===== src/rtl/multicycle_controller_if.sv =====
// Control bus between the multicycle controller and its datapath.
// The datapath (master) supplies instruction fields and status; the controller (slave) drives controls.
interface multicycle_controller_if;
    logic [5:0] opcode;
    logic [5:0] func;
    logic       zero;
    logic       mem_ready;

    logic       pc_write;
    logic       i_or_d;
    logic       mem_read;
    logic       mem_write;
    logic       ir_write;
    logic       reg_dst;
    logic       data_src;
    logic       reg_write;
    logic       alu_src_a;
    logic       instr_done;
    logic [1:0] pc_src;
    logic [1:0] alu_src_b;
    logic [2:0] alu_operation;
    logic [3:0] state;

    modport master (
        output opcode, func, zero, mem_ready,
        input  pc_write, i_or_d, mem_read, mem_write, ir_write, reg_dst, data_src, reg_write,
               alu_src_a, instr_done, pc_src, alu_src_b, alu_operation, state
    );

    modport slave (
        input  opcode, func, zero, mem_ready,
        output pc_write, i_or_d, mem_read, mem_write, ir_write, reg_dst, data_src, reg_write,
               alu_src_a, instr_done, pc_src, alu_src_b, alu_operation, state
    );
endinterface


===== src/rtl/multicycle_controller.sv =====
// Multicycle MIPS-subset control FSM: one registered state, Moore/Mealy control outputs.
// Controls are forced low while rst is high; the state output always shows the register.
module multicycle_controller (
    input logic                    clk,
    input logic                    rst,
    multicycle_controller_if.slave bus
);
    localparam logic [3:0] StFetch   = 4'd0;
    localparam logic [3:0] StDecode  = 4'd1;
    localparam logic [3:0] StExecR   = 4'd2;
    localparam logic [3:0] StExecI   = 4'd3;
    localparam logic [3:0] StMemAddr = 4'd4;
    localparam logic [3:0] StMemRd   = 4'd5;
    localparam logic [3:0] StMemWr   = 4'd6;
    localparam logic [3:0] StWbR     = 4'd7;
    localparam logic [3:0] StWbI     = 4'd8;
    localparam logic [3:0] StWbMem   = 4'd9;
    localparam logic [3:0] StBranch  = 4'd10;
    localparam logic [3:0] StJump    = 4'd11;

    localparam logic [5:0] OpRtype = 6'b000000;
    localparam logic [5:0] OpLw    = 6'b100011;
    localparam logic [5:0] OpSw    = 6'b101011;
    localparam logic [5:0] OpAddi  = 6'b001000;
    localparam logic [5:0] OpAndi  = 6'b001100;
    localparam logic [5:0] OpBeq   = 6'b000100;
    localparam logic [5:0] OpBne   = 6'b000101;
    localparam logic [5:0] OpJ     = 6'b000010;

    localparam logic [2:0] AluAnd = 3'b000;
    localparam logic [2:0] AluOr  = 3'b001;
    localparam logic [2:0] AluAdd = 3'b010;
    localparam logic [2:0] AluSub = 3'b110;
    localparam logic [2:0] AluSlt = 3'b111;

    logic [3:0] state_q, state_d;

    logic       pc_write, i_or_d, mem_read, mem_write, ir_write;
    logic       reg_dst, data_src, reg_write, alu_src_a, instr_done;
    logic [1:0] pc_src, alu_src_b;
    logic [2:0] alu_operation;

    always_ff @(posedge clk) begin
        if (rst) begin
            state_q <= StFetch;
        end else begin
            state_q <= state_d;
        end
    end

    always_comb begin
        state_d       = state_q;
        pc_write      = 1'b0;
        i_or_d        = 1'b0;
        mem_read      = 1'b0;
        mem_write     = 1'b0;
        ir_write      = 1'b0;
        reg_dst       = 1'b0;
        data_src      = 1'b0;
        reg_write     = 1'b0;
        alu_src_a     = 1'b0;
        instr_done    = 1'b0;
        pc_src        = 2'b00;
        alu_src_b     = 2'b00;
        alu_operation = AluAnd;

        case (state_q)
            StFetch: begin
                mem_read      = 1'b1;
                alu_src_b     = 2'b01;
                alu_operation = AluAdd;
                if (bus.mem_ready) begin
                    ir_write = 1'b1;
                    pc_write = 1'b1;
                    state_d  = StDecode;
                end
            end
            StDecode: begin
                // ALU precomputes the branch target while the opcode is decoded.
                alu_src_b     = 2'b11;
                alu_operation = AluAdd;
                case (bus.opcode)
                    OpRtype:      state_d = (bus.func != 6'd0) ? StExecR : StFetch;
                    OpLw, OpSw:   state_d = StMemAddr;
                    OpAddi, OpAndi: state_d = StExecI;
                    OpBeq, OpBne: state_d = StBranch;
                    OpJ:          state_d = StJump;
                    default:      state_d = StFetch;
                endcase
                instr_done = (state_d == StFetch);
            end
            StExecR: begin
                alu_src_a = 1'b1;
                alu_src_b = 2'b00;
                case (bus.func)
                    6'b100000: alu_operation = AluAdd;
                    6'b100010: alu_operation = AluSub;
                    6'b100100: alu_operation = AluAnd;
                    6'b100101: alu_operation = AluOr;
                    6'b101010: alu_operation = AluSlt;
                    default:   alu_operation = AluAnd;
                endcase
                state_d = StWbR;
            end
            StExecI: begin
                alu_src_a     = 1'b1;
                alu_src_b     = 2'b10;
                alu_operation = (bus.opcode == OpAndi) ? AluAnd : AluAdd;
                state_d       = StWbI;
            end
            StMemAddr: begin
                alu_src_a     = 1'b1;
                alu_src_b     = 2'b10;
                alu_operation = AluAdd;
                state_d       = (bus.opcode == OpSw) ? StMemWr : StMemRd;
            end
            StMemRd: begin
                i_or_d   = 1'b1;
                mem_read = 1'b1;
                if (bus.mem_ready) begin
                    state_d = StWbMem;
                end
            end
            StMemWr: begin
                i_or_d    = 1'b1;
                mem_write = 1'b1;
                if (bus.mem_ready) begin
                    instr_done = 1'b1;
                    state_d    = StFetch;
                end
            end
            StWbR: begin
                reg_write  = 1'b1;
                reg_dst    = 1'b1;
                instr_done = 1'b1;
                state_d    = StFetch;
            end
            StWbI: begin
                reg_write  = 1'b1;
                instr_done = 1'b1;
                state_d    = StFetch;
            end
            StWbMem: begin
                reg_write  = 1'b1;
                data_src   = 1'b1;
                instr_done = 1'b1;
                state_d    = StFetch;
            end
            StBranch: begin
                alu_src_a     = 1'b1;
                alu_src_b     = 2'b00;
                alu_operation = AluSub;
                pc_src        = 2'b01;
                pc_write      = ((bus.opcode == OpBeq) && bus.zero) ||
                                ((bus.opcode == OpBne) && !bus.zero);
                instr_done    = 1'b1;
                state_d       = StFetch;
            end
            StJump: begin
                pc_src     = 2'b10;
                pc_write   = 1'b1;
                instr_done = 1'b1;
                state_d    = StFetch;
            end
            default: state_d = StFetch;
        endcase

        if (rst) begin
            pc_write      = 1'b0;
            i_or_d        = 1'b0;
            mem_read      = 1'b0;
            mem_write     = 1'b0;
            ir_write      = 1'b0;
            reg_dst       = 1'b0;
            data_src      = 1'b0;
            reg_write     = 1'b0;
            alu_src_a     = 1'b0;
            instr_done    = 1'b0;
            pc_src        = 2'b00;
            alu_src_b     = 2'b00;
            alu_operation = 3'b000;
        end
    end

    assign bus.pc_write      = pc_write;
    assign bus.i_or_d        = i_or_d;
    assign bus.mem_read      = mem_read;
    assign bus.mem_write     = mem_write;
    assign bus.ir_write      = ir_write;
    assign bus.reg_dst       = reg_dst;
    assign bus.data_src      = data_src;
    assign bus.reg_write     = reg_write;
    assign bus.alu_src_a     = alu_src_a;
    assign bus.instr_done    = instr_done;
    assign bus.pc_src        = pc_src;
    assign bus.alu_src_b     = alu_src_b;
    assign bus.alu_operation = alu_operation;
    assign bus.state         = state_q;
endmodule

===== src/flat_wrapper.sv =====
// flat-port wrapper written by rule: the top's interface ports become plain ports
module multicycle_controller_flat 
  (clk, rst, bus_opcode, bus_func, bus_zero, bus_mem_ready, bus_pc_write, bus_i_or_d, bus_mem_read, bus_mem_write, bus_ir_write, bus_reg_dst, bus_data_src, bus_reg_write, bus_alu_src_a, bus_instr_done, bus_pc_src, bus_alu_src_b, bus_alu_operation, bus_state);
  multicycle_controller_if bus_i ();
  input logic clk;
  input logic rst;
  input wire logic [$bits(bus_i.opcode)-1:0] bus_opcode;
  input wire logic [$bits(bus_i.func)-1:0] bus_func;
  input wire logic [$bits(bus_i.zero)-1:0] bus_zero;
  input wire logic [$bits(bus_i.mem_ready)-1:0] bus_mem_ready;
  output wire logic [$bits(bus_i.pc_write)-1:0] bus_pc_write;
  output wire logic [$bits(bus_i.i_or_d)-1:0] bus_i_or_d;
  output wire logic [$bits(bus_i.mem_read)-1:0] bus_mem_read;
  output wire logic [$bits(bus_i.mem_write)-1:0] bus_mem_write;
  output wire logic [$bits(bus_i.ir_write)-1:0] bus_ir_write;
  output wire logic [$bits(bus_i.reg_dst)-1:0] bus_reg_dst;
  output wire logic [$bits(bus_i.data_src)-1:0] bus_data_src;
  output wire logic [$bits(bus_i.reg_write)-1:0] bus_reg_write;
  output wire logic [$bits(bus_i.alu_src_a)-1:0] bus_alu_src_a;
  output wire logic [$bits(bus_i.instr_done)-1:0] bus_instr_done;
  output wire logic [$bits(bus_i.pc_src)-1:0] bus_pc_src;
  output wire logic [$bits(bus_i.alu_src_b)-1:0] bus_alu_src_b;
  output wire logic [$bits(bus_i.alu_operation)-1:0] bus_alu_operation;
  output wire logic [$bits(bus_i.state)-1:0] bus_state;
  assign bus_i.opcode = bus_opcode;
  assign bus_i.func = bus_func;
  assign bus_i.zero = bus_zero;
  assign bus_i.mem_ready = bus_mem_ready;
  assign bus_pc_write = bus_i.pc_write;
  assign bus_i_or_d = bus_i.i_or_d;
  assign bus_mem_read = bus_i.mem_read;
  assign bus_mem_write = bus_i.mem_write;
  assign bus_ir_write = bus_i.ir_write;
  assign bus_reg_dst = bus_i.reg_dst;
  assign bus_data_src = bus_i.data_src;
  assign bus_reg_write = bus_i.reg_write;
  assign bus_alu_src_a = bus_i.alu_src_a;
  assign bus_instr_done = bus_i.instr_done;
  assign bus_pc_src = bus_i.pc_src;
  assign bus_alu_src_b = bus_i.alu_src_b;
  assign bus_alu_operation = bus_i.alu_operation;
  assign bus_state = bus_i.state;
  multicycle_controller u_core (.clk(clk), .rst(rst), .bus(bus_i));
endmodule

===== config.mk =====
export PLATFORM = sky130hd
export DESIGN_NAME = multicycle_controller_flat
export DESIGN_NICKNAME = d
export VERILOG_FILES = /design/src/rtl/multicycle_controller_if.sv /design/src/rtl/multicycle_controller.sv /design/src/flat_wrapper.sv
export SDC_FILE = /design/constraint.sdc
export NUM_CORES = 1
export LEC_CHECK = 0
export CAP_MARGIN = 5
export CORE_MARGIN = 2
export CORE_UTILIZATION = 27
export DETAILED_ROUTE_END_ITERATION = 7
export PLACE_DENSITY = 0.72
export SLEW_MARGIN = 10
export SYNTH_ARGS = -nofsm -noshare
export SYNTH_HDL_FRONTEND = slang
export SYNTH_SLANG_ARGS = --single-unit

===== constraint.sdc =====
create_clock -name clk -period 4.8 [get_ports clk]
set_clock_uncertainty 0.05 [all_clocks]
set_input_delay 1.44 -clock clk [delete_from_list [all_inputs] [get_ports clk]]
set_output_delay 1.44 -clock clk [all_outputs]
set_load 0.05 [all_outputs]

* After elaboration in Yosys (flattened, before gate mapping)
Index checks and enable logic that the tools add are counted.
Word-level totals: register bits 4, input port bits 16, output and inout bits 21
Cells by class: eq/ne operators 25, mux-type cells 37, reduce and logical (&&, ||, !) cells 19
Operator list (count):
- equality test 6 bit (second input constant) | 6
- case mux 4 bit (7 select lines) | 1
- case mux 3 bit (4 select lines) | 2
- case mux 4 bit (5 select lines) | 1
- two-way mux 1 bit | 19
- equality test 4 x 3 -> 1 bit (second input constant) | 4
- equality test 4 bit (second input constant) | 4
- two-way mux 4 bit | 4
- equality test 6 x 3 -> 1 bit (second input constant) | 2
- equality test 6 x 4 -> 1 bit (second input constant) | 2
- OR reduction 2 bit | 6
- two-way mux 2 bit | 5
- equality test 4 x 2 -> 1 bit (second input constant) | 2
- zero test 4 bit | 2
- equality test 6 x 2 -> 1 bit (second input constant) | 1
- zero test 6 bit | 1
- inequality test 2 bit (second input constant) | 3
- case mux 1 bit (3 select lines) | 2
- case mux 2 bit (3 select lines) | 1
- nonzero test 6 bit | 1
- OR reduction 3 bit | 2
- OR reduction 5 bit | 1
- equality test 4 x 1 -> 1 bit (second input constant) | 1
- case mux 2 bit (2 select lines) | 1
- 6 further kinds | 7

* Longest topological paths before layout
word-level depth 7, mapped depth 6, depth with buffers taken out 4

* Worst setup path after synthesis
OpenSTA, ideal clock, no wires.
path kind input to output, start point in rst, end point out bus_ir_write, arrival time 3.581 ns, required time 3.310 ns, setup slack -0.271 ns, stages 2, buffers on the path 0, path through nor4_1 -> and3b_1
On the way: longest elaborated chain between the ends 1
RTL lines:
- start, declared | line flat_wrapper.sv:6 | input logic rst;
- two-way mux 1 bit | line multicycle_controller.sv:168 | if (rst) begin
- end, declared | line flat_wrapper.sv:15 | output wire logic [$bits(bus_i.ir_write)-1:0] bus_ir_write;
Every way passes these cells.

* Worst setup path in the final report
start point in bus_func[5], end point out bus_alu_operation[1]
On the way: longest elaborated chain between the ends 4, elaborated cells on any way between the ends 7, classes of those cells eq/ne (4); mux (3)
RTL lines:
- start, declared | line flat_wrapper.sv:8 | input wire logic [$bits(bus_i.func)-1:0] bus_func;
- equality test 6 bit | line multicycle_controller.sv:95 | case (bus.func)
- case mux 3 bit (4 select lines) (*) | line multicycle_controller.sv:95
- case mux 3 bit (4 select lines) (*) | line multicycle_controller.sv:67 | case (state_q)
- two-way mux 3 bit (*) | line multicycle_controller.sv:168
- end, declared | line flat_wrapper.sv:23 | output wire logic [$bits(bus_i.alu_operation)-1:0] bus_alu_operation;
Mark *: on every way between the ends. The rest lies on a longest branch, timed or not.

==> results.cfg <==
[die]
die_h_um = 53.19
io_pins = 37
fp.dieW_um = 53.19
die-area_um2 = 2829
rows = 17
core_area_um2 = 2255
start_util_pct = 28.97

[synthesis]
ys_seq_elements = 4
synth_area_leaders = dfxtp_1 (12%), nor2_1 (8.6%), a21oi_1 (7.7%), nand2b_1 (6.7%), nand2_1 (6.3%)
yosysWarningCount = 0
synth_flop_cell = dfxtp_1
synth_area_leader_cell = dfxtp_1
syn_area_per_cell_um2 = 6.162
ys_types = 33
yosys-top-cells-count = nor2_1 (15), nand2_1 (11), a21oi_1 (10), nor3_1 (8), nand2b_1 (7)
syn-cell-area_um2 = 653.1
ys_seq_area_share_pct = 12.26
ys_async_sr_fraction_pct = 0
synthCells = 106
netlist.area_leader.share_pct = 12.26
synth_fp_nets = 122
synth_edf_count = 0
synth.most_common_cell = nor2_1

[placed_design]
port_buffers = 36
dp_slack_ns = 0.2106
place_congestion = 0.8227
dpl_cell_area_um2 = 1170
place_hpwl_mm = 1.684

[timing]
finalWorstSetupSlack_ns = 0.2034
finalHoldViolations = 0
fin_setup_tns_ns = 0
layout_min_cycle_time_ns = 4.597
drv_slew = 0
min_period_over_period_pct = 95.76
fmax_mhz = 217.6
setup_viol = 0
rsz0062_at_grt = false
slew_headroom_pct = 59.21
worst_slew_pin_slew_ns = 0.6110

[clock_network]
numCtsBuffers = 3
htree_levels = 1
post_cts_buffers = 0
clock_path_buffers = 2
hold_buffers = 0
ctsRootBufferMaster = clkbuf_4
cts-resized-gates = 0
clock-sinks = 4
clkTransAtPathRegs_ns = 0.04
cts_tree = built
clkLatencyLatePin_ns = 0.24

[setup_path]
crit_required_ns = 3.31
path_max_fanout = 2
setup.worst_path.end_class = output port
cpMaxStageDelayCell = or4b_4
critPathBufInv = 2
startpoint_type = primary input
path_delay_family = simple AND/OR/NAND/NOR gates
slowest_delay_ns = 0.49
crit_type = primary input to output port
worst_ep_arrival_time_ns = 3.11
crit_path_cell_trace = clkdlybuf4s50_1 > or4b_4 > nor4_4 > o21ai_1 > a21oi_1 > buf_12

[global_routing]
grtUsageTotal_pct = 16.69
grt_pass1_vias = 795
grt_pass1_wl_mm = 3.553
overflow = 0
antenna_found_initial = 0
grt_max_degree = 22

[routing]
drt_iter0_drc = 21
routed_wl_mm = 2.143
num_vias = 923
wl_per_cell_um = 12.68
ant_nets = 0
vias_per_cell = 5.462
drc = 0
dr.pass1.iters = 5

[final_layout]
fin_area_um2 = 1192
diodes = 0
synthToLayoutAreaGrowth_pct = 82.57
drive_gt1_share_pct = 19.15
finalNetCount = 159
nFillCells = 238
largest_reg_flops = 4

[pwr]
p_leak_nw = 0.4250
peakVddDrop_uv = 106.1
power_density_nw_per_um2 = 151.6

[run_status]
status = completed

[min_path]
min_path_type = flip-flop to flip-flop

[flow_run]
cap_violations = 0
[layout make-up]
class | instances | area, µm² | share of cell area, %
Multi-Input combinational cell | 92 | 540.5 | 45.33
Sequential cell | 4 | 80.08 | 6.716
Timing Repair Buffer | 39 | 503.0 | 42.18
Inverter | 3 | 11.26 | 0.9444
Tap cell | 28 | 35.03 | 2.938
Clock buffer | 3 | 22.52 | 1.889
[worst register-to-register path, stage by stage (launching register included)]
cell and delay [ns]:
dfxtp_1 0.70, or3b_1 0.45, or3_1 0.35, o211ai_1 0.18
[cell families (layout without fill, tap and decap cells)]
family | Yosys count | in the layout | share of synthesized area (%)
flops | 4 | 4 | 12.26
simple gates | 63 | 63 | 52.69
compound gates | 28 | 28 | 26.82
buf+inv | 10 | 45 | 6.896
xor+xnor | 1 | 1 | 1.341
[metal layers]
metal,vias to the layer above,part of all wire (%),GRT usage [%]
li1,465,-,-
met3,0,5.7,3.390
met5,-,0,0
met1,426,43,22.47
met2,32,51,27.71
met4,0,0,2.564
[power by group]
group	switching, mW	total, mW	internal, mW
Combinational	0.0514	0.0966	0.0452
Sequential	0.00677	0.0416	0.0349
Clock	0.0145	0.0425	0.0280
Total	0.0727	0.181	0.108
[path summary, 6_finish.rpt]
path / from / endpoint / slack [ns] / cells after the start
worst min-delay path: u_core.bus.state[0] / u_core.bus.state[2] / 0.69 / 2
worst min register to register: u_core.bus.state[0] / u_core.bus.state[2] / 0.69 / 2
worst max register to register: u_core.bus.state[0] / u_core.bus.state[1] / 2.99 / 3
worst max-delay path: bus_func[5] / bus_alu_operation[1] / 0.20 / 6
[per-stage QoR]
step / util [%] / total power [mW] / cells / hold slack (ns)
floorplan: - / 0.09221 / 106 / 0.7678
global placement: 51.89 / 0.1374 / 166 / 0.6826
detailed placement: 51.89 / 0.1386 / 166 / 0.6792
CTS: 52.89 / 0.1825 / 169 / 0.6893
global route: 52.89 / 0.1940 / 169 / 0.7278
finish: 52.89 / 0.1808 / 169 / 0.6915
[layout by cell type (no fill, tap or decap), drive strengths merged, types with 3 or more instances in the layout]
master and count:
nand2b 7, dfxtp 4, a21oi 10, nor4 7
nand2 11, buf 20, clkbuf 3, nor3 8
nor2b 3, inv 3, nor2 15, clkdlybuf4s50 19
nand3 4, o21ai 6
No activity file was read; power rests on OpenSTA's default activity.
